<file path="src/rtl/dmem_arbiter.sv">
// dmem_arbiter: two-port arbiter onto a single-port data memory with 1-cycle read latency.
// Define DMEM_ARB_RR_EN for round-robin on contention; otherwise port 0 has fixed priority.
module dmem_arbiter #(
  parameter int WIDTH  = 32,
  parameter int ADDR_W = 16
) (
  input  logic              clk,
  input  logic              rst,
  input  logic              p0_req,
  input  logic              p0_we,
  input  logic [ADDR_W-1:0] p0_addr,
  input  logic [WIDTH-1:0]  p0_wdata,
  output logic              p0_gnt,
  output logic              p0_rvalid,
  output logic [WIDTH-1:0]  p0_rdata,
  input  logic              p1_req,
  input  logic              p1_we,
  input  logic [ADDR_W-1:0] p1_addr,
  input  logic [WIDTH-1:0]  p1_wdata,
  output logic              p1_gnt,
  output logic              p1_rvalid,
  output logic [WIDTH-1:0]  p1_rdata,
  output logic              mem_we,
  output logic [ADDR_W-1:0] mem_addr,
  output logic [WIDTH-1:0]  mem_wdata,
  input  logic [WIDTH-1:0]  mem_rdata
);
  logic last_gnt, rd_pend, rd_port, pick1;
`ifdef DMEM_ARB_RR_EN
  assign pick1 = ~last_gnt;
`else
  assign pick1 = 1'b0;
`endif
  // rst gates outputs combinationally so nothing leaks while reset is held
  always_comb begin
    p1_gnt    = ~rst & p1_req & (~p0_req | pick1);
    p0_gnt    = ~rst & p0_req & ~p1_gnt;
    mem_we    = p1_gnt ? p1_we : (p0_gnt & p0_we);
    mem_addr  = p1_gnt ? p1_addr : p0_addr;
    mem_wdata = p1_gnt ? p1_wdata : p0_wdata;
    p0_rvalid = ~rst & rd_pend & ~rd_port;
    p1_rvalid = ~rst & rd_pend & rd_port;
    p0_rdata  = p0_rvalid ? mem_rdata : '0;
    p1_rdata  = p1_rvalid ? mem_rdata : '0;
  end
  always_ff @(posedge clk or posedge rst) begin
    if (rst) begin
      last_gnt <= 1'b1;
      rd_pend  <= 1'b0;
      rd_port  <= 1'b0;
    end else begin
      rd_pend <= (p0_gnt | p1_gnt) & ~mem_we;
      if (p0_gnt | p1_gnt) begin
        last_gnt <= p1_gnt;
        rd_port  <= p1_gnt;
      end
    end
  end
endmodule

</file>
<file path="config.mk">
export PLATFORM = sky130hd
export DESIGN_NAME = dmem_arbiter
export DESIGN_NICKNAME = d
export VERILOG_FILES = /design/src/rtl/dmem_arbiter.sv
export SDC_FILE = /design/constraint.sdc
export NUM_CORES = 1
export LEC_CHECK = 0
export BUFFER_PORTS_ARGS = -buffer_cell sky130_fd_sc_hd__buf_2
export CELL_PAD_IN_SITES_DETAIL_PLACEMENT = 0
export CELL_PAD_IN_SITES_GLOBAL_PLACEMENT = 1
export CORE_MARGIN = 2
export CORE_UTILIZATION = 13
export CTS_BUF_LIST = sky130_fd_sc_hd__clkbuf_2 sky130_fd_sc_hd__clkbuf_4 sky130_fd_sc_hd__clkbuf_8
export CTS_CLUSTER_DIAMETER = 200
export CTS_CLUSTER_SIZE = 12
export DETAILED_ROUTE_END_ITERATION = 8
export HOLD_SLACK_MARGIN = 0.1
export MAX_ROUTING_LAYER = met4
export PLACE_DENSITY_LB_ADDON = 0.1
export SYNTH_ARGS = -nofsm -noshare
export SYNTH_HDL_FRONTEND = slang
export SYNTH_SLANG_ARGS = --single-unit
export TNS_END_PERCENT = 100
</file>
<file path="constraint.sdc">
create_clock -name clk -period 1.6 [get_ports clk]
set_clock_uncertainty 0.1 [all_clocks]
set_input_delay 0.24 -clock clk [delete_from_list [all_inputs] [get_ports clk]]
set_output_delay 0.24 -clock clk [all_outputs]
set_load 0.02 [all_outputs]
</file>
==> impl_metrics.tcl, run 1 <==
set metrics [dict create \
    status "finished with violations" \
    violations "setup timing" \
    fillCellCount 871 \
    hold_slack_ns 0.2138 \
    dr_wl_met3_um 597 \
    gp_congestion 0.7222 \
    min_path_type "in -> reg" \
    wl_met2_um 4660 \
    h-tree-depth 1 \
    r2r_cells 3 \
    p_leak_nw 1.947 \
    power.total_w 0.001108 \
    die_y_um 98.97 \
    critPathRequiredTime_ns 1.26 \
    synth.avg_cell_area_um2 8.315 \
    startpoint_type "primary input" \
    grt_pass1_wl_um 9308 \
    fin_crit_sh_pct 108.4 \
    clk_path_buf_depth 2 \
    start_util_pct 13.44 \
    synthesis.nets 275 \
    ir_drop_mv 0.2773 \
    maxUsedRoutingLayer "met4" \
    die_area_mm2 0.009794 \
    arrival_ns 1.39 \
    syn2layout_area_growth_pct 209.1 \
    timing.rr.end "rd_port" \
    synth_cells 141 \
    clockPowerShare_pct 17.9 \
    rr_startpoint "rd_port" \
    rows 34 \
    stdcell_count 510 \
    antenna_found_initial 0 \
    cp_max_fo 6 \
    cp_slowest_cell "mux2_4" \
    grt.total_usage_pct 12.43 \
    yosys_warnings 0 \
    maxCapViolCount 0 \
    core_area_mm2 0.008721 \
    grt_start_max_net_pins 33 \
    cts_tree "built" \
    final_core_util_pct 41.55 \
    num_vias 2044 \
    crit_start "p0_req" \
    vias_per_cell 4.008 \
    finalWorstSetupSlack_ns -0.1348 \
    slew_viol_final 0 \
    hold-path-endpoint "rd_pend" \
    layout.nets 538 \
    ys_ff_latch 2 \
    grt_pass1_vias 1809 \
    worstHoldStart "p0_we" \
    ant_nets 0 \
    p_comb_share_pct 76.7 \
    yosysTopAreaCellShare_pct 37.46 \
    fin_setup_tns_ns -8.326 \
    synth.top_cells.by_area "mux2_2, and2_1, mux2_1" \
    fmax_ghz 0.5764 \
    syn_area_mm2 0.001172 \
    dieWidth_um 98.97 \
    place_hpwl_um 5639 \
    yosysTopAreaCell "mux2_2" \
    overflow 0 \
    critPathCaptureType "primary output" \
    rsz0062_at_grt "yes" \
    drive_gt1_share_pct 89.30 \
    cts.sinks 2 \
    cellPowerDensity_mw_per_mm2 305.7 \
    cts_root_buf "clkbuf_8" \
    hold_viol_final 0 \
    dr.pass1.iters 4 \
    yosysSeqAreaShare_pct 4.269 \
    critPathKind "in -> out" \
    p_int_w 0.0006942 \
    cpMostUsedCell "buf_6" \
    finalSetupViolations 110 \
    swShare_pct 37.33 \
    placedCellCount 494 \
    crit_chain "buf_8, nor3b_4, buf_6, clkbuf_16, mux2_4, buf_6" \
    numPortBuffers 250 \
    regToRegSetupSlack_ns 0.73 \
    clk_transition_reported_paths_ns 0.03 \
    n_antenna_cell 0 \
    ys_types 18 \
    wl_um 8030 \
    wl_met1_um 2723 \
    ioPinCount 251 \
    worst_pin_slew_ns 0.2280 \
    drc_errors 0 \
    switchingPower_w 0.0004136 \
    relSlewSlack_pct 84.73 \
    min_path_cells 3 \
    period_needed_ns 1.735 \
    seq_power_share_pct 5.3 \
    first_iter_violations 33 \
    numCtsBuffers 3 \
    wl_per_cell_um 15.75 \
    clk_latency_ns 0.21 \
    max_stage_delay_ns 0.31 \
]
## through the flow
| stage | instance area [um^2] | worst slack (ns) |
|---|---|---|
| 6_report | 3623 | -0.1348 |
| 5_1_grt | 3623 | -0.1883 |
| 4_1_cts | 2998 | -0.1381 |
| 3_5_place_dp | 2591 | -0.1794 |
| 3_3_place_gp | 2591 | -0.1690 |
| 2_1_floorplan | 1216 | 0.008487 |
## cell type report
class	instances	area [um^2]	area share [%]
Multi-Input combinational cell	125	1232	34.01
Timing Repair Buffer	270	2157	59.53
Inverter	2	7.507	0.2072
Clock buffer	3	41.29	1.140
Sequential cell	2	50.05	1.381
Tap cell	108	135.1	3.729
## layer usage
layer	GRT usage [%]	vias to the layer above
li1	-	997
met1	12.06	915
met2	25.83	128
met3	1.418	4
met4	2.529	0
met5	-	-
## what timing repair did
action / in CTS / in global routing
hold buffers: 1 / 0
setup buffers: 3 / 1
endpoints found under the hold margin: 2 / 0
endpoints found under the setup margin: 111 / 111
pin swaps: 3 / 33
gates resized for setup: 84 / 163
cloned: 3 / 5
## critical path, delay by kind of cell
family	cells	cell delay, ns
simple gates	1	0.22
buf+inv	4	0.62
mux	1	0.31
## layout by cell type (no fill, tap or decap), types with 2 or more instances in the layout
master	synthesis	layout
nand2_1	2	2
mux2_2	39	20
dfrtp_1	2	2
a21oi_1	3	3
clkbuf_16	0	4
buf_16	0	3
clkbuf_8	0	3
nand2b_1	2	2
and2_4	0	34
and2_1	62	28
buf_8	0	2
buf_2	0	155
inv_1	2	2
mux2_4	0	28
buf_12	0	2
buf_6	3	92
buf_4	3	11
## power groups by stage
stage	registers, W	clock network [W]	logic, W
2_1_floorplan	0.0000590	0	0.000340
3_3_place_gp	0.0000605	0	0.000632
3_5_place_dp	0.0000601	0	0.000630
4_1_cts	0.0000596	0.000203	0.000707
5_1_grt	0.0000601	0.000206	0.000897
6_report	0.0000590	0.000199	0.000850
## state kept, by name, indices dropped and copies added, names as in the netlist
register / count
rd_pend: 1
rd_port: 1
## logic make-up after synthesis
logic type / after synthesis / share of synthesized area [%]
buf+inv: 14 / 7.364
mux: 48 / 46.10
simple gates: 74 / 40.98
compound gates: 3 / 1.280
flops: 2 / 4.269
## how the worst max path moves through the flow
stage / slack (ns) / depth (start not counted) / endpoint
2_1_floorplan: 0.008 / 4 / p1_rdata[22]
3_3_place_gp: -0.17 / 5 / mem_addr[13]
3_5_place_dp: -0.18 / 5 / mem_wdata[17]
4_1_cts: -0.14 / 6 / mem_addr[14]
5_1_grt: -0.19 / 6 / mem_addr[10]
6_report: -0.13 / 6 / mem_addr[10]
## cell usage after synthesis
| cell type | n |
|---|---|
| nor3b_2 | 1 |
| dfrtp_1 | 2 |
| buf_4 | 3 |
| a21oi_1 | 3 |
| nand2b_1 | 2 |
| nand3b_1 | 1 |
| nor3b_4 | 1 |
| nand2_1 | 2 |
| buf_6 | 3 |
| or3b_2 | 1 |
| and3b_1 | 1 |
| nor2b_1 | 1 |
| and2_1 | 62 |
| clkbuf_1 | 6 |
| mux2_1 | 9 |
| mux2_2 | 39 |
| nor3_1 | 2 |
| inv_1 | 2 |
Power figures use the tool's default switching activity.
==> run 2, diff against run 1 <==
--- a/config.mk
+++ b/config.mk
@@ -5,15 +5,16 @@
 export SDC_FILE = /design/constraint.sdc
 export NUM_CORES = 1
 export LEC_CHECK = 0
-export BUFFER_PORTS_ARGS = -buffer_cell sky130_fd_sc_hd__buf_2
 export CELL_PAD_IN_SITES_DETAIL_PLACEMENT = 0
 export CELL_PAD_IN_SITES_GLOBAL_PLACEMENT = 1
-export CORE_MARGIN = 2
-export CORE_UTILIZATION = 13
+export CORE_AREA = 2 2 98 100
 export CTS_BUF_LIST = sky130_fd_sc_hd__clkbuf_2 sky130_fd_sc_hd__clkbuf_4 sky130_fd_sc_hd__clkbuf_8
 export CTS_CLUSTER_DIAMETER = 200
 export CTS_CLUSTER_SIZE = 12
 export DETAILED_ROUTE_END_ITERATION = 8
+export DIE_AREA = 0 0 100 102
+export DONT_BUFFER_PORTS = 1
+export GPL_TIMING_DRIVEN = 0
 export HOLD_SLACK_MARGIN = 0.1
 export MAX_ROUTING_LAYER = met4
 export PLACE_DENSITY_LB_ADDON = 0.1
==> impl_metrics.tcl, run 2 (synthesis gave the netlist of run 1 again) <==
set metrics [dict create \
    status "finished with violations" \
    violations "setup timing" \
    min_path_type "in -> reg" \
    worst_pin_slew_ns 0.5310 \
    grt_pass1_vias 1226 \
    layout_common_cells "and2_4, mux2_4, buf_8, buf_6" \
    min_path_cells 2 \
    wl_per_cell_um 23.29 \
    grt_pass1_wl_um 7493 \
    place_hpwl_um 5281 \
    relSlewSlack_pct 64.53 \
    fmax_ghz 0.5960 \
    ir_drop_mv 0.1473 \
    cts_root_buf "clkbuf_8" \
    regToRegSetupSlack_ns 0.65 \
    final_common_cell "and2_4" \
    grt.total_usage_pct 10.31 \
    grt_start_max_net_pins 11 \
    numCtsBuffers 3 \
    timing.rr.end "rd_port" \
    ioPinCount 251 \
    overflow 0 \
    cellPowerDensity_mw_per_mm2 371.1 \
    clk_latency_ns 0.21 \
    fin_setup_tns_ns -2.364 \
    drc_errors 0 \
    crit_chain "and3b_2, buf_12, clkbuf_16, and2_4" \
    clockPowerShare_pct 25.5 \
    die_y_um 102 \
    critPathRequiredTime_ns 1.26 \
    dr.pass1.iters 4 \
    core_area_mm2 0.009109 \
    gp_congestion 0.8954 \
    fin_crit_sh_pct 104.9 \
    power.total_w 0.0007628 \
    p_comb_share_pct 66.6 \
    critPathKind "reg -> out" \
    ant_nets 0 \
    cp_max_fo 8 \
    numPortBuffers 0 \
    startpoint_type "flop" \
    finalWorstSetupSlack_ns -0.07780 \
    cp_slowest_cell "dfrtp_1" \
    crit_start "rd_port" \
    hold_viol_final 0 \
    wl_um 6406 \
    start_util_pct 12.87 \
    maxCapViolCount 0 \
    arrival_ns 1.34 \
    place_ws_ns -0.2967 \
    clk_path_buf_depth 2 \
    largestRegisters "rd_pend: 1 flops, rd_port: 1 flops" \
    seq_power_share_pct 7.9 \
    p_leak_nw 0.9096 \
    cts_tree "built" \
    critPathCaptureType "primary output" \
    antenna_found_initial 2 \
    h-tree-depth 1 \
    final_core_util_pct 22.57 \
    cts.sinks 2 \
    layout.nets 298 \
    first_iter_violations 16 \
    period_needed_ns 1.678 \
    slew_viol_final 0 \
    rr_startpoint "rd_port" \
    max_stage_delay_ns 0.40 \
    p_int_w 0.0004562 \
    rows 35 \
    syn2layout_area_growth_pct 75.35 \
    r2r_cells 3 \
    drive_gt1_share_pct 89.51 \
    die_area_mm2 0.01020 \
    vias_per_cell 4.535 \
    dieWidth_um 100 \
    clk_transition_reported_paths_ns 0.03 \
    swShare_pct 40.20 \
    rsz0062_at_grt "yes" \
    switchingPower_w 0.0003066 \
    worstSetupEndpoint "p1_rdata[22]" \
    finalSetupViolations 63 \
    num_vias 1247 \
]
[run 2: changes by cell type in the layout (fill, tap and decap cells not counted), sizes merged]
cell	delta
clkbuf	+4
dlygate4sd3	+1
diode	+2
buf	-245
[run 2: power by group through the flow]
stage | sequential, W | combinational [W] | clock, W
global route | 0.0000607 | 0.000529 | 0.000207
global placement | 0.0000601 | 0.000378 | 0
detailed placement | 0.0000603 | 0.000374 | 0
finish | 0.0000600 | 0.000508 | 0.000195
CTS | 0.0000601 | 0.000443 | 0.000202
floorplan | 0.0000590 | 0.000340 | 0
[run 2: how the worst min path moves through the flow]
stage / startpoint / endpoint / slack (ns)
global route: p0_req / rd_pend / 0.11
global placement: rst / rd_pend / 0.02
finish: p0_req / rd_pend / 0.11
floorplan: rst / rd_pend / 0.01
CTS: p0_req / rd_pend / 0.11
detailed placement: rst / rd_port / 0.03
[run 2: cell type report]
| cell class | instances | area (um^2) |
|---|---|---|
| Clock buffer | 3 | 41.29 |
| Fill cell | 983 | 7053 |
| Timing Repair Buffer | 18 | 239.0 |
| Inverter | 2 | 7.507 |
| Buffer | 12 | 207.7 |
| Tap cell | 111 | 138.9 |
| Sequential cell | 2 | 50.05 |
| Antenna cell | 2 | 5.005 |
| Multi-Input combinational cell | 125 | 1366 |
[run 2: through the flow]
stage          hold slack, ns  instances  cell area [um^2]
2_1_floorplan         0.01079        141              1216
3_3_place_gp          0.02482        252              1355
3_5_place_dp          0.02984        252              1355
4_1_cts                0.1107        268              1805
5_1_grt                0.1130        275              2056
6_report               0.1091        275              2056
[run 2: worst max-delay path: cells and delay by family (launching register included)]
kind / cells / cell delay (ns)
buf+inv: 2 / 0.31
simple gates: 2 / 0.41
flops: 1 / 0.40
[run 2: per-layer routing]
layer | wire length [um] | GRT usage, %
met1 | 1853 | 8.968
met4 | 229 | 4.004
met5 | 0 | -
met2 | 3665 | 21.31
met3 | 657 | 2.189
[run 2: what timing repair did]
action / CTS / global route
hold endpoints to repair: 3 / 0
buffers inserted: 5 / 2
endpoints found under the setup margin: 112 / 106
gates cloned: 6 / 3
hold buffers: 2 / 0
pin swaps: 60 / 5
gates resized for setup: 147 / 50
==> run 3, diff against run 2 <==
--- a/config.mk
+++ b/config.mk
@@ -5,14 +5,15 @@
 export SDC_FILE = /design/constraint.sdc
 export NUM_CORES = 1
 export LEC_CHECK = 0
+export ABC_AREA = 1
 export CELL_PAD_IN_SITES_DETAIL_PLACEMENT = 0
 export CELL_PAD_IN_SITES_GLOBAL_PLACEMENT = 1
-export CORE_AREA = 2 2 98 100
+export CORE_AREA = 2 2 96 98
 export CTS_BUF_LIST = sky130_fd_sc_hd__clkbuf_2 sky130_fd_sc_hd__clkbuf_4 sky130_fd_sc_hd__clkbuf_8
 export CTS_CLUSTER_DIAMETER = 200
 export CTS_CLUSTER_SIZE = 12
 export DETAILED_ROUTE_END_ITERATION = 8
-export DIE_AREA = 0 0 100 102
+export DIE_AREA = 0 0 98 100
 export DONT_BUFFER_PORTS = 1
 export GPL_TIMING_DRIVEN = 0
 export HOLD_SLACK_MARGIN = 0.1
==> impl_metrics.tcl, run 3 <==
set metrics [dict create \
    synth_edf_count 0 \
    min_path_type "in -> reg" \
    syn2layout_area_growth_pct 74.89 \
    ys_types 13 \
    overflow 0 \
    dr.pass1.iters 4 \
    relSlewSlack_pct 60.45 \
    layout.nets 419 \
    numPortBuffers 0 \
    fmax_ghz 0.6453 \
    yosysTopAreaCell "nand2_1" \
    grt_start_max_net_pins 11 \
    r2r_cells 3 \
    synthesis.nets 409 \
    syn_area_mm2 0.001126 \
    grt_pass1_wl_um 6699 \
    ys_ff_latch 2 \
    ioPinCount 251 \
    cts.sinks 2 \
    cts_tree "built" \
    ys_async_sr_fraction_pct 100.0 \
    n_antenna_cell 0 \
    cp_max_fo 10 \
    critPathCaptureType "primary output" \
    h-tree-depth 1 \
    final_common_cell "nand2_1" \
    clk_path_buf_depth 2 \
    power.total_w 0.0008286 \
    grt_pass1_vias 1322 \
    min_path_cells 2 \
    ir_drop_mv 0.07618 \
    start_util_pct 12.67 \
    grt.total_usage_pct 8.851 \
    final_core_util_pct 22.15 \
    hold_viol_final 0 \
    synth.top_cells.by_area "nand2_1, nor2_1, inv_1" \
    rsz0062_at_grt "yes" \
    first_iter_violations 23 \
    drc_errors 0 \
    slew_viol_final 0 \
    dieWidth_um 98 \
    synth_cells 275 \
    finalInstanceArea_mm2 0.001969 \
    finalSetupViolations 0 \
    core_area_mm2 0.008890 \
    drive_gt1_share_pct 38.52 \
    fin_crit_sh_pct 96.86 \
    cts_root_buf "clkbuf_8" \
    synth_most_common_cell "nand2_1" \
    wl_per_cell_um 13.59 \
    synth.avg_cell_area_um2 4.095 \
    ant_nets 0 \
    clk_transition_reported_paths_ns 0.03 \
    yosysTopAreaCellShare_pct 48.67 \
    arrival_ns 1.21 \
    startpoint_type "flop" \
    antenna_found_initial 0 \
    gp_congestion 0.7497 \
    place_hpwl_um 4266 \
    cellPowerDensity_mw_per_mm2 420.8 \
    placed_area_mm2 0.001265 \
    largestRegisters "rd_pend: 1 flops, rd_port: 1 flops" \
    hold_slack_ns 0.2474 \
    numCtsBuffers 3 \
    clk_latency_ns 0.21 \
    num_vias 1638 \
    critPathRequiredTime_ns 1.26 \
    yosys_warnings 0 \
    vias_per_cell 4.157 \
    synthTopCellsByCount "nand2_1, nor2_1, inv_1, buf_2" \
    status "finished, final reports clean" \
    p_leak_nw 0.9638 \
    period_needed_ns 1.550 \
    worst_pin_slew_ns 0.5911 \
    critPathKind "reg -> out" \
    maxCapViolCount 0 \
    yosysSeqAreaShare_pct 4.444 \
    die_area_mm2 0.009800 \
    synth_flop_cell "dfrtp_1" \
    rows 35 \
    wl_um 5356 \
    die_y_um 100 \
    layout_common_cells "nand2_1, nor2_4, inv_1" \
]
run 3: changes by cell type after synthesis, sizes merged, moves of 2 or more:
cell    delta
nor2      +68
a21oi      -2
mux2      -48
clkbuf     -3
nand2    +145
nor3       -2
inv       +36
nor3b      -2
and2      -62
buf        +7
nand2b     -2
nand3      +2
run 3: logic make-up after synthesis:
logic type | after synthesis | synth area share (%)
and+or+nand+nor | 218 | 74.00
buffers and inverters | 54 | 21.11
AOI/OAI and AO/OA | 1 | 0.4440
DFF | 2 | 4.445
run 3: area by class of cell:
class,instances,area [um^2]
Fill cell,1015,6920
Multi-Input combinational cell,219,1356
Buffer,16,173.9
Inverter,38,147.6
Tap cell,111,138.9
Timing Repair Buffer,5,60.06
Sequential cell,2,51.30
Clock buffer,3,41.29
run 3: worst paths after layout:
check | start | to | slack (ns)
setup reg to reg | rd_port | rd_port | 0.75
setup / recovery | rd_port | p1_rvalid | 0.05
hold / removal | rst | rd_port | 0.25
max in group asynchronous | rst | rd_pend | 1.00
min in group asynchronous | rst | rd_pend | 0.26
hold reg to reg | rd_port | rd_port | 0.55
run 3: routing by layer:
layer	wire length (um)	GRT usage, %	vias up
li1	-	-	801
met1	1765	8.217	719
met2	3178	18.34	116
met3	401	1.950	2
met4	10	1.816	0
met5	0	-	-
run 3: power breakdown:
group           total, W  switching [W]  internal (W)
combinational   0.000573       0.000436      0.000138
sequential     0.0000617     0.00000524     0.0000564
clock           0.000193      0.0000349      0.000159
total           0.000829       0.000476      0.000353
run 3: stage by stage:
stage	std cells	setup WS [ns]	setup TNS [ns]
after CTS	390	-0.05274	-0.6049
after global placement	386	-0.01209	-0.01895
final	394	0.05027	0
after global routing	394	-0.02345	-0.2123
after floorplan	275	0.2323	0
after detailed placement	386	-0.03574	-0.1239
run 3: critical path: stages (launching register included):
cell     delay [ns]
dfrtp_1        0.38
buf_4          0.15
nand3_4        0.13
buf_8          0.21
inv_1          0.14
run 3: repair_timing:
item,4_1_cts,5_1_grt
hold endpoints to repair,2,1
buffers inserted,0,2
setup endpoints to repair,66,83
gates cloned,0,1
pin swaps,0,5
hold buffers,1,1
resized for setup,94,78
